==> config.mk <==
export PLATFORM = sky130hd
export DESIGN_NAME = cp0_mmu_regs
export DESIGN_NICKNAME = d
export VERILOG_FILES = /design/src/rtl/cp0_mmu_regs_pkg.sv /design/src/rtl/cp0_mmu_regs_random.sv /design/src/rtl/cp0_mmu_regs.sv
export SDC_FILE = /design/constraint.sdc
export NUM_CORES = 1
export LEC_CHECK = 0
export BUFFER_PORTS_ARGS = -buffer_cell sky130_fd_sc_hd__buf_2
export CAP_MARGIN = 20
export CORE_MARGIN = 3
export CORE_UTILIZATION = 48
export CTS_CLUSTER_DIAMETER = 150
export DETAILED_ROUTE_END_ITERATION = 10
export MAX_ROUTING_LAYER = met4
export PLACE_DENSITY_LB_ADDON = 0.1
export SYNTH_ARGS = -nofsm -noshare
export SYNTH_HDL_FRONTEND = slang
export SYNTH_SLANG_ARGS = --single-unit
==> constraint.sdc <==
create_clock -name clk -period 1.77 [get_ports clk]
set_input_delay 0.177 -clock clk [delete_from_list [all_inputs] [get_ports clk]]
set_output_delay 0.177 -clock clk [all_outputs]
set_load 0.005 [all_outputs]
==> src/rtl/cp0_mmu_regs_pkg.sv <==
// Shared CP0 definitions: register numbers, exception codes, vectors and the TLB entry layout.
package cp0_mmu_regs_pkg;

  localparam logic [4:0] CP0_INDEX    = 5'd0;
  localparam logic [4:0] CP0_RANDOM   = 5'd1;
  localparam logic [4:0] CP0_ENTRYLO0 = 5'd2;
  localparam logic [4:0] CP0_ENTRYLO1 = 5'd3;
  localparam logic [4:0] CP0_CONTEXT  = 5'd4;
  localparam logic [4:0] CP0_WIRED    = 5'd6;
  localparam logic [4:0] CP0_BADVADDR = 5'd8;
  localparam logic [4:0] CP0_COUNT    = 5'd9;
  localparam logic [4:0] CP0_ENTRYHI  = 5'd10;
  localparam logic [4:0] CP0_COMPARE  = 5'd11;
  localparam logic [4:0] CP0_STATUS   = 5'd12;
  localparam logic [4:0] CP0_CAUSE    = 5'd13;
  localparam logic [4:0] CP0_EPC      = 5'd14;

  localparam logic [4:0] EXC_INT  = 5'd0;
  localparam logic [4:0] EXC_MOD  = 5'd1;
  localparam logic [4:0] EXC_TLBL = 5'd2;
  localparam logic [4:0] EXC_TLBS = 5'd3;
  localparam logic [4:0] EXC_ADEL = 5'd4;
  localparam logic [4:0] EXC_ADES = 5'd5;
  localparam logic [4:0] EXC_SYS  = 5'd8;
  localparam logic [4:0] EXC_BP   = 5'd9;
  localparam logic [4:0] EXC_RI   = 5'd10;
  localparam logic [4:0] EXC_OV   = 5'd12;

  localparam logic [31:0] VEC_REFILL  = 32'hBFC0_0200;
  localparam logic [31:0] VEC_GENERAL = 32'hBFC0_0380;

  // Per-page field is {PFN[19:0], C[2:0], D, V}.
  typedef struct packed {
    logic [18:0] vpn2;
    logic [7:0]  asid;
    logic        g;
    logic [24:0] lo0;
    logic [24:0] lo1;
  } tlb_entry_t;

endpackage

==> src/rtl/cp0_mmu_regs_random.sv <==
// Random/Wired pair: Random counts down from TLBNUM-1 to Wired, then wraps back to the top.
module cp0_random #(
  parameter int TLBNUM = 16,
  localparam int IW = $clog2(TLBNUM)
) (
  input  logic          clk,
  input  logic          rst,
  input  logic          wired_wen_i,
  input  logic [IW-1:0] wired_wdata_i,
  output logic [IW-1:0] random_o,
  output logic [IW-1:0] wired_o
);

  localparam logic [IW-1:0] TOP = IW'(TLBNUM - 1);

  logic [IW-1:0] random_q, random_d;
  logic [IW-1:0] wired_q, wired_d;

  always_comb begin
    random_d = random_q - IW'(1);
    wired_d  = wired_q;
    if (wired_wen_i) begin
      wired_d  = wired_wdata_i;
      random_d = TOP;
    end else if (random_q == wired_q || wired_q >= TOP) begin
      random_d = TOP;
    end
  end

  always_ff @(posedge clk) begin
    if (rst) begin
      random_q <= TOP;
      wired_q  <= '0;
    end else begin
      random_q <= random_d;
      wired_q  <= wired_d;
    end
  end

  assign random_o = random_q;
  assign wired_o  = wired_q;

endmodule

==> src/rtl/cp0_mmu_regs.sv <==
// CP0 register file with the MMU registers: exception state, timer, interrupts and TLB staging.
module cp0_mmu_regs
  import cp0_mmu_regs_pkg::*;
#(
  parameter int TLBNUM = 16,
  parameter int HW_INT = 6,
  localparam int IW = $clog2(TLBNUM)
) (
  input  logic              clk,
  input  logic              rst,
  input  logic [7:0]        cp0_addr,
  input  logic              cp0_wen,
  input  logic [31:0]       cp0_wdata,
  output logic [31:0]       cp0_rdata,
  input  logic              exc_valid,
  input  logic [4:0]        exc_code,
  input  logic              exc_bd,
  input  logic              exc_refill,
  input  logic [31:0]       exc_pc,
  input  logic [31:0]       exc_badvaddr,
  input  logic              exc_badv_wen,
  input  logic              eret,
  input  logic [HW_INT-1:0] hw_int,
  output logic              int_pending,
  output logic [31:0]       epc,
  output logic [31:0]       exc_vector,
  input  logic              tlbp_wen,
  input  logic              tlbp_hit,
  input  logic [IW-1:0]     tlbp_idx,
  input  logic              tlbr_wen,
  input  logic [77:0]       tlbr_entry,
  input  logic              tlbwr,
  output logic [IW-1:0]     tlb_widx,
  output logic [77:0]       tlb_wentry,
  output logic [31:0]       entryhi
);

  logic [4:0] rsel;
  logic       mtc0;
  assign rsel = cp0_addr[7:3];
  // Committed exceptions and ERET take the whole cycle; a same-cycle MTC0 is dropped.
  assign mtc0 = cp0_wen && (cp0_addr[2:0] == 3'd0) && !exc_valid && !eret;

  tlb_entry_t tr;
  assign tr = tlb_entry_t'(tlbr_entry);

  logic              index_p_q;
  logic [IW-1:0]     index_q;
  logic [25:0]       lo0_q, lo1_q;
  logic [8:0]        ptebase_q;
  logic [18:0]       badvpn2_q;
  logic [31:0]       badvaddr_q, count_q, compare_q, epc_q;
  logic              phase_q;
  logic [18:0]       vpn2_q;
  logic [7:0]        asid_q, im_q;
  logic              exl_q, ie_q, bd_q, ti_q;
  logic [HW_INT-1:0] ip_hw_q;
  logic [1:0]        ip_sw_q;
  logic [4:0]        exccode_q;
  logic [IW-1:0]     random, wired;

  cp0_random #(.TLBNUM(TLBNUM)) u_random (
    .clk           (clk),
    .rst           (rst),
    .wired_wen_i   (mtc0 && rsel == CP0_WIRED),
    .wired_wdata_i (cp0_wdata[IW-1:0]),
    .random_o      (random),
    .wired_o       (wired)
  );

  always_ff @(posedge clk) begin
    if (rst) begin
      index_p_q  <= 1'b0;
      index_q    <= '0;
      lo0_q      <= '0;
      lo1_q      <= '0;
      ptebase_q  <= '0;
      badvpn2_q  <= '0;
      badvaddr_q <= '0;
      count_q    <= '0;
      phase_q    <= 1'b0;
      compare_q  <= '0;
      vpn2_q     <= '0;
      asid_q     <= '0;
      im_q       <= '0;
      exl_q      <= 1'b0;
      ie_q       <= 1'b0;
      bd_q       <= 1'b0;
      ti_q       <= 1'b0;
      ip_hw_q    <= '0;
      ip_sw_q    <= '0;
      exccode_q  <= '0;
      epc_q      <= '0;
    end else begin
      if (tlbp_wen) begin
        index_p_q <= ~tlbp_hit;
        index_q   <= tlbp_hit ? tlbp_idx : '0;
      end else if (mtc0 && rsel == CP0_INDEX) begin
        index_q <= cp0_wdata[IW-1:0];
      end

      if (tlbr_wen) begin
        lo0_q <= {tr.lo0, tr.g};
        lo1_q <= {tr.lo1, tr.g};
      end else begin
        if (mtc0 && rsel == CP0_ENTRYLO0) lo0_q <= cp0_wdata[25:0];
        if (mtc0 && rsel == CP0_ENTRYLO1) lo1_q <= cp0_wdata[25:0];
      end

      if (exc_valid && exc_badv_wen) begin
        vpn2_q <= exc_badvaddr[31:13];
      end else if (tlbr_wen) begin
        vpn2_q <= tr.vpn2;
        asid_q <= tr.asid;
      end else if (mtc0 && rsel == CP0_ENTRYHI) begin
        vpn2_q <= cp0_wdata[31:13];
        asid_q <= cp0_wdata[7:0];
      end

      if (mtc0 && rsel == CP0_CONTEXT) ptebase_q <= cp0_wdata[31:23];
      if (exc_badv_wen) begin
        badvpn2_q  <= exc_badvaddr[31:13];
        badvaddr_q <= exc_badvaddr;
      end

      // Count ticks on every second cycle; a write restarts the half-rate phase.
      if (mtc0 && rsel == CP0_COUNT) begin
        count_q <= cp0_wdata;
        phase_q <= 1'b0;
      end else begin
        phase_q <= ~phase_q;
        if (phase_q) count_q <= count_q + 32'd1;
      end

      if (mtc0 && rsel == CP0_COMPARE) begin
        compare_q <= cp0_wdata;
        ti_q      <= 1'b0;
      end else if (count_q == compare_q) begin
        ti_q <= 1'b1;
      end

      if (exc_valid) begin
        exl_q <= 1'b1;
      end else if (eret) begin
        exl_q <= 1'b0;
      end else if (mtc0 && rsel == CP0_STATUS) begin
        im_q  <= cp0_wdata[15:8];
        exl_q <= cp0_wdata[1];
        ie_q  <= cp0_wdata[0];
      end

      ip_hw_q <= hw_int;
      if (exc_valid) begin
        exccode_q <= exc_code;
        if (!exl_q) begin
          bd_q  <= exc_bd;
          epc_q <= exc_bd ? exc_pc - 32'd4 : exc_pc;
        end
      end else begin
        if (mtc0 && rsel == CP0_CAUSE) ip_sw_q <= cp0_wdata[9:8];
        if (mtc0 && rsel == CP0_EPC)   epc_q   <= cp0_wdata;
      end
    end
  end

  logic [5:0] ip_hw6;
  logic [7:0] ip;
  assign ip_hw6 = 6'(ip_hw_q);
  assign ip     = {ip_hw6[5] | ti_q, ip_hw6[4:0], ip_sw_q};

  assign int_pending = ie_q && !exl_q && |(im_q & ip);
  assign exc_vector  = (!exl_q && exc_refill) ? VEC_REFILL : VEC_GENERAL;
  assign epc         = epc_q;
  assign entryhi     = {vpn2_q, 5'b0, asid_q};
  assign tlb_widx    = tlbwr ? random : index_q;
  assign tlb_wentry  = {vpn2_q, asid_q, lo0_q[0] & lo1_q[0], lo0_q[25:1], lo1_q[25:1]};

  always_comb begin
    cp0_rdata = '0;
    if (cp0_addr[2:0] == 3'd0) begin
      case (rsel)
        CP0_INDEX:    cp0_rdata = {index_p_q, {(31-IW){1'b0}}, index_q};
        CP0_RANDOM:   cp0_rdata = {{(32-IW){1'b0}}, random};
        CP0_ENTRYLO0: cp0_rdata = {6'b0, lo0_q};
        CP0_ENTRYLO1: cp0_rdata = {6'b0, lo1_q};
        CP0_CONTEXT:  cp0_rdata = {ptebase_q, badvpn2_q, 4'b0};
        CP0_WIRED:    cp0_rdata = {{(32-IW){1'b0}}, wired};
        CP0_BADVADDR: cp0_rdata = badvaddr_q;
        CP0_COUNT:    cp0_rdata = count_q;
        CP0_ENTRYHI:  cp0_rdata = {vpn2_q, 5'b0, asid_q};
        CP0_COMPARE:  cp0_rdata = compare_q;
        CP0_STATUS:   cp0_rdata = {9'b0, 1'b1, 6'b0, im_q, 6'b0, exl_q, ie_q};
        CP0_CAUSE:    cp0_rdata = {bd_q, ti_q, 14'b0, ip, 1'b0, exccode_q, 2'b0};
        CP0_EPC:      cp0_rdata = epc_q;
        default:      cp0_rdata = '0;
      endcase
    end
  end

endmodule

==> results.sh, run 1 <==
export IMPL_status="complete, but fails checks"
export IMPL_violations="hold timing, setup timing"
export IMPL_synthArstFlopShare_pct=0
export IMPL_hold_depth=4
export IMPL_worstMarginPinSlew_ps=567.9
export IMPL_drt_total_wl_mm=68.72
export IMPL_grt_max_degree=101
export IMPL_grtUsageTotal_pct=40.37
export IMPL_multiInputGateArea_um2=8808
export IMPL_wl_per_cell_um=24.33
export IMPL_htreeDepth=1
export IMPL_final_layout_size_suffix_gt1_share_pct=38.83
export IMPL_worstSetupPathType="reg2out"
export IMPL_startpoint_type="flip-flop"
export IMPL_place_worst_setup_slack_ps=-318.7
export IMPL_rows=62
export IMPL_syn_area_um2=14480
export IMPL_synth_simple_area_share_pct=19.42
export IMPL_grt_pass1_vias=16460
export IMPL_holdWs_ps=-50.20
export IMPL_grt_antenna_before_repair=1
export IMPL_leakage_uw=0.009391
export IMPL_syn_inst=1781
export IMPL_cts_tree="built"
export IMPL_dr_pass1_iters=7
export IMPL_synth_compound_area_share_pct=21.50
export IMPL_pwr_share_clk_pct=42.0
export IMPL_core_um2=29250
export IMPL_intPower_uw=11000
export IMPL_min_from="tlbr_entry[73]"
export IMPL_cts_sinks=255
export IMPL_switching_share_pct=27.44
export IMPL_layout_common_cells="378 x buf_2, 219 x buf_4, 218 x dfxtp_1, 208 x nand2_1, 154 x dlygate4sd3_1"
export IMPL_synth_fa_ha_area_share_pct=0.2593
export IMPL_yosys_mux_area_fraction_pct=7.347
export IMPL_worstPathMaxFanout=2
export IMPL_synth_yosys_warnings=0
export IMPL_slew_viol_final=0
export IMPL_grt_pass1_wl_mm=100.7
export IMPL_path_clk_slew_ps=60
export IMPL_min_period_ps=2078
export IMPL_required_ps=1590
export IMPL_finClkSkew_ps=9.894
export IMPL_synth_xor_area_share_pct=5.688
export IMPL_synth_top_family_by_area="compound AO/OA/AOI/OAI gates"
export IMPL_area_growth_pct=51.97
export IMPL_clkLatencyLatePin_ps=560
export IMPL_ys_ff_latch=255
export IMPL_port_buffers=384
export IMPL_ff2ff_setup_slack_ps=-30
export IMPL_met2WireLength_mm=31.90
export IMPL_avgSynthCellArea_um2=8.128
export IMPL_regArea_um2=5166
export IMPL_seq_power_share_pct=41.8
export IMPL_cts_root_buffer="clkbuf_16"
export IMPL_hp_class="in2reg"
export IMPL_top_layer="met4"
export IMPL_hold_violations=3
export IMPL_setup_viol=36
export IMPL_vias_per_cell=6.051
export IMPL_finalCritPeriodShare_pct=117.4
export IMPL_start_util_pct=49.50
export IMPL_initialDrtViolationCount=1902
export IMPL_rsz0062_at_grt="yes"
export IMPL_p_sw_uw=4159
export IMPL_stdcell_count=2824
export IMPL_drc=0
export IMPL_maxCapViolCount=0
export IMPL_routabilityCongestion=0.9922
export IMPL_ioPinCount=420
export IMPL_rr_endpoint="count_q[29]$_SDFFE_PP0P_"
export IMPL_final_setup_tns_ps=-4823
export IMPL_drt_met1_wl_mm=26.40
export IMPL_worstPathArrival_ps=1900
export IMPL_reg2reg_depth=6
export IMPL_nFillCells=2101
export IMPL_end_kind="output pin"
export IMPL_slew_headroom_pct=62.02
export IMPL_dieArea_um2=32280
export IMPL_ir_drop_mv=0.7076
export IMPL_ant_nets=0
export IMPL_hpwl_mm=47.29
export IMPL_worst_slack_ps=-307.8
export IMPL_fin_nets=2628
export IMPL_synth_edf_count=0
export IMPL_die_x_um=179.7
export IMPL_final_util_pct=75.22
export IMPL_power_density_nw_per_um2=689.1
export IMPL_vias=17090
export IMPL_cts_buffer_depth=3
export IMPL_seq_area_frac_synth_pct=35.27
export IMPL_final_common_cell="buf_2"
export IMPL_min_to="vpn2_q[14]$_SDFFE_PP0P_"
export IMPL_die_h_um=179.7
export IMPL_yosysUniqueCellTypes=63
export IMPL_max_freq_mhz=481.3
export IMPL_rr_startpoint="count_q[2]$_SDFFE_PP0P_"
export IMPL_wl_met3_mm=6.325
export IMPL_cts_buffers=30
export IMPL_synth_main_ff_cell="dfxtp_1"
export IMPL_placed_cells=2541
export IMPL_gr_total_overflow=0
export IMPL_combPwrFrac_pct=16.2
-- layer usage --
layer,up-vias,track usage [%]
met2,1142,64.69
met4,0,18.50
li1,7580,-
met3,238,5.922
met5,-,-
met1,8128,50.53
-- metrics by stage --
stage | area (um2) | total power (uW)
after global placement | 17710 | 8326
after detailed placement | 17710 | 8347
after CTS | 21350 | 14990
after floorplan | 14710 | 7352
final | 22000 | 15160
after global routing | 22000 | 15540
-- logic make-up after synthesis --
logic type / count (synthesis)
multiplexers: 103
buffers and inverters: 281
adder cells (fa/ha/maj): 3
AND/OR/NAND/NOR: 597
AO/OA/AOI/OAI: 446
other: 2
flip-flops: 255
XOR/XNOR: 94
-- cells in the mapped netlist, types with 39 or more instances --
cell | count | area, um2
a211oi_1 | 39 | 292.8
o21ai_0 | 47 | 235.2
nand3_1 | 94 | 470.5
nand2_1 | 212 | 795.8
buf_4 | 114 | 855.8
a21oi_1 | 121 | 605.6
dfxtp_1 | 255 | 5105
nor2_1 | 150 | 563.0
xnor2_1 | 78 | 683.2
clkbuf_1 | 124 | 465.5
mux2i_1 | 77 | 770.7
a22oi_1 | 74 | 555.5
-- flip-flops by register name, indices dropped and copies added, names as in the netlist, 5 cells and up --
register    count
epc            32
lo0_q          26
vpn2_q         19
im_q            8
ptebase_q       9
badvaddr_q     13
lo1_q          26
count_q        32
badvpn2_q      19
compare_q      32
asid_q          8
exccode_q       5
ip_hw6          6
-- how the worst max path moves through the flow --
stage,slack [ps],end,cells past startpoint,start
final,-310,cp0_rdata[22],7,badvpn2_q[9]$_SDFFE_PP0P_
after global routing,-350,cp0_rdata[22],7,badvpn2_q[9]$_SDFFE_PP0P_
after CTS,-280,cp0_rdata[22],7,epc[22]$_SDFFE_PP0P_
after detailed placement,-320,cp0_rdata[19],9,cp0_addr[5]
after global placement,-320,cp0_rdata[23],9,cp0_addr[3]
after floorplan,-120,epc[25]$_SDFFE_PP0P_,7,exc_pc[7]
-- power by group through the flow --
stage / combinational [uW] / clock, uW / sequential (uW)
after floorplan: 1070 / 0 / 6280
after global placement: 1900 / 0 / 6430
after detailed placement: 1920 / 0 / 6430
after CTS: 2330 / 6350 / 6310
after global routing: 2610 / 6580 / 6350
final: 2460 / 6360 / 6340
-- area by class of cell --
| cell class | count | share of cell area (%) |
|---|---|---|
| multi-input combinational | 1278 | 40.04 |
| timing repair buffer | 836 | 29.44 |
| sequential | 255 | 23.49 |
| clock buffer | 40 | 3.862 |
| tap | 384 | 2.184 |
| clock inverter | 15 | 0.7224 |
| inverter | 15 | 0.2560 |
| antenna | 1 | 0.01138 |
-- worst max-delay path, stage by stage (launching register included) --
cell	delay [ps]
dfxtp_2	340
nor2_2	40
o21ai_2	120
nor4bb_4	250
buf_4	180
a221oi_2	30
a31oi_1	200
buf_2	170
-- what timing repair did --
action,CTS,global route
resized for setup,164,103
hold endpoints to repair,183,1
setup endpoints to repair,34,78
gates cloned,3,3
pin swaps,51,71
setup buffers,49,26
hold buffers,159,1
(Power assumes the default switching activity.)
==> inputs of run 2 (changes only) <==
--- a/config.mk
+++ b/config.mk
@@ -7,7 +7,6 @@
 export LEC_CHECK = 0
 export BUFFER_PORTS_ARGS = -buffer_cell sky130_fd_sc_hd__buf_2
 export CAP_MARGIN = 20
-export CORE_MARGIN = 3
 export CORE_UTILIZATION = 48
 export CTS_CLUSTER_DIAMETER = 150
 export DETAILED_ROUTE_END_ITERATION = 10
==> results.sh, run 2 (same netlist as run 1, synthesis figures left out) <==
export IMPL_status="complete, but fails checks"
export IMPL_violations="setup timing"
export IMPL_maxCapViolCount=0
export IMPL_min_period_ps=2094
export IMPL_leakage_uw=0.009207
export IMPL_final_common_cell="buf_2"
export IMPL_vias=17000
export IMPL_dr_pass1_iters=6
export IMPL_hold_depth=4
export IMPL_rsz0062_at_grt="yes"
export IMPL_end_kind="output pin"
export IMPL_nFillCells=2265
export IMPL_design_power_total_uw=15060
export IMPL_area_growth_pct=50.13
export IMPL_drt_total_wl_mm=67.70
export IMPL_setup_viol=33
export IMPL_finClkSkew_ps=19.86
export IMPL_hold_violations=0
export IMPL_hp_class="in2reg"
export IMPL_initialDrtViolationCount=1776
export IMPL_ant_nets=0
export IMPL_hpwl_mm=46.75
export IMPL_cts_sinks=255
export IMPL_required_ps=1590
export IMPL_cts_buffer_depth=3
export IMPL_finalCritPeriodShare_pct=118.3
export IMPL_path_clk_slew_ps=60
export IMPL_gr_total_overflow=0
export IMPL_slew_viol_final=0
export IMPL_grtUsageTotal_pct=43.14
export IMPL_grt_antenna_before_repair=1
export IMPL_wl_per_cell_um=24.02
export IMPL_cts_buffers=29
export IMPL_vias_per_cell=6.029
export IMPL_worstSetupPathType="reg2out"
export IMPL_grt_pass1_vias=16090
export IMPL_final_util_pct=73.32
export IMPL_start_util_pct=48.84
export IMPL_power_density_nw_per_um2=692.9
export IMPL_dieArea_um2=30850
export IMPL_grt_max_degree=80
export IMPL_htreeDepth=1
export IMPL_cts_root_buffer="clkbuf_16"
export IMPL_fin_nets=2621
export IMPL_ir_drop_mv=0.8017
export IMPL_worstPathMaxFanout=2
export IMPL_routabilityCongestion=0.9742
export IMPL_worst_slack_ps=-323.5
export IMPL_grt_pass1_wl_mm=97.80
export IMPL_rows=63
export IMPL_core_um2=29640
export IMPL_port_buffers=384
export IMPL_die_h_um=175.7
export IMPL_holdWs_ps=13.44
export IMPL_worstPathArrival_ps=1920
export IMPL_worstMarginPinSlew_ps=543.6
export IMPL_clkLatencyLatePin_ps=560
export IMPL_ioPinCount=420
export IMPL_slew_headroom_pct=63.76
export IMPL_cts_tree="built"
export IMPL_die_x_um=175.7
export IMPL_max_freq_mhz=477.7
export IMPL_reg2reg_depth=7
export IMPL_startpoint_type="flip-flop"
export IMPL_layout_common_cells="379 x buf_2, 228 x dfxtp_1, 210 x nand2_1, 205 x buf_4, 157 x dlygate4sd3_1"
export IMPL_drc=0
export IMPL_final_layout_size_suffix_gt1_share_pct=37.40
## run 2: final timing paths
check | startpoint | end | slack, ps
setup / recovery | badvpn2_q[9]$_SDFFE_PP0P_ | cp0_rdata[22] | -320
hold / removal | exc_pc[19] | epc[19]$_SDFFE_PP0P_ | 10
setup reg to reg | count_q[1]$_SDFFE_PP0P_ | count_q[29]$_SDFFE_PP0P_ | 40
hold reg to reg | ptebase_q[3]$_SDFFE_PP0P_ | ptebase_q[3]$_SDFFE_PP0P_ | 460
## run 2: metal layers
metal	track usage (%)	vias up	part of all wire (%)
met2	71.59	1094	47
met1	50.90	8139	38
met5	-	-	0
met4	22.64	0	5.9
li1	-	7563	-
met3	5.541	201	8.8
## run 2: what timing repair did
item	4_1_cts	5_1_grt
pin swaps	63	57
endpoints found under the hold margin	180	0
buffers inserted	41	37
hold buffers	157	0
gates resized for setup	142	79
endpoints found under the setup margin	37	52
gates cloned	3	2
## run 2: power by group
| group | leakage [uW] | internal (uW) | total [uW] | switching, uW |
|---|---|---|---|---|
| combinational | 0.00663 | 1200 | 2420 | 1220 |
| clock | 0.000480 | 3770 | 6300 | 2530 |
| sequential | 0.00210 | 5990 | 6340 | 347 |
| total | 0.00921 | 11000 | 15100 | 4100 |
## run 2: final cells by class
| class | instances | area [um2] | share of cell area, % |
|---|---|---|---|
| tap | 390 | 488.0 | 2.245 |
| clock buffer | 39 | 813.3 | 3.742 |
| multi-input combinational | 1278 | 8693 | 40.00 |
| sequential | 255 | 5151 | 23.70 |
| antenna | 1 | 2.502 | 0.01151 |
| inverter | 15 | 56.30 | 0.2591 |
| timing repair buffer | 830 | 6366 | 29.29 |
| clock inverter | 11 | 161.4 | 0.7427 |
## run 2: stage by stage
step           setup TNS, ps  instance area [um2]  worst slack (ps)  instances
5_1_grt                -5448                21730            -340.8       2819
2_1_floorplan          -1571                14710            -119.3       1814
3_5_place_dp          -16000                17660            -354.3       2539
3_3_place_gp          -14240                17660            -378.5       2539
4_1_cts                -3567                21150            -305.1       2785
6_report               -4409                21730            -323.5       2819
## run 2: worst max-delay path, cell delays in order (launching register included)
cell	delay, ps
dfxtp_2	340
nor2_1	40
o21ai_1	120
nor4bb_4	210
buf_4	170
a221oi_2	40
a31oi_1	280
buf_2	180
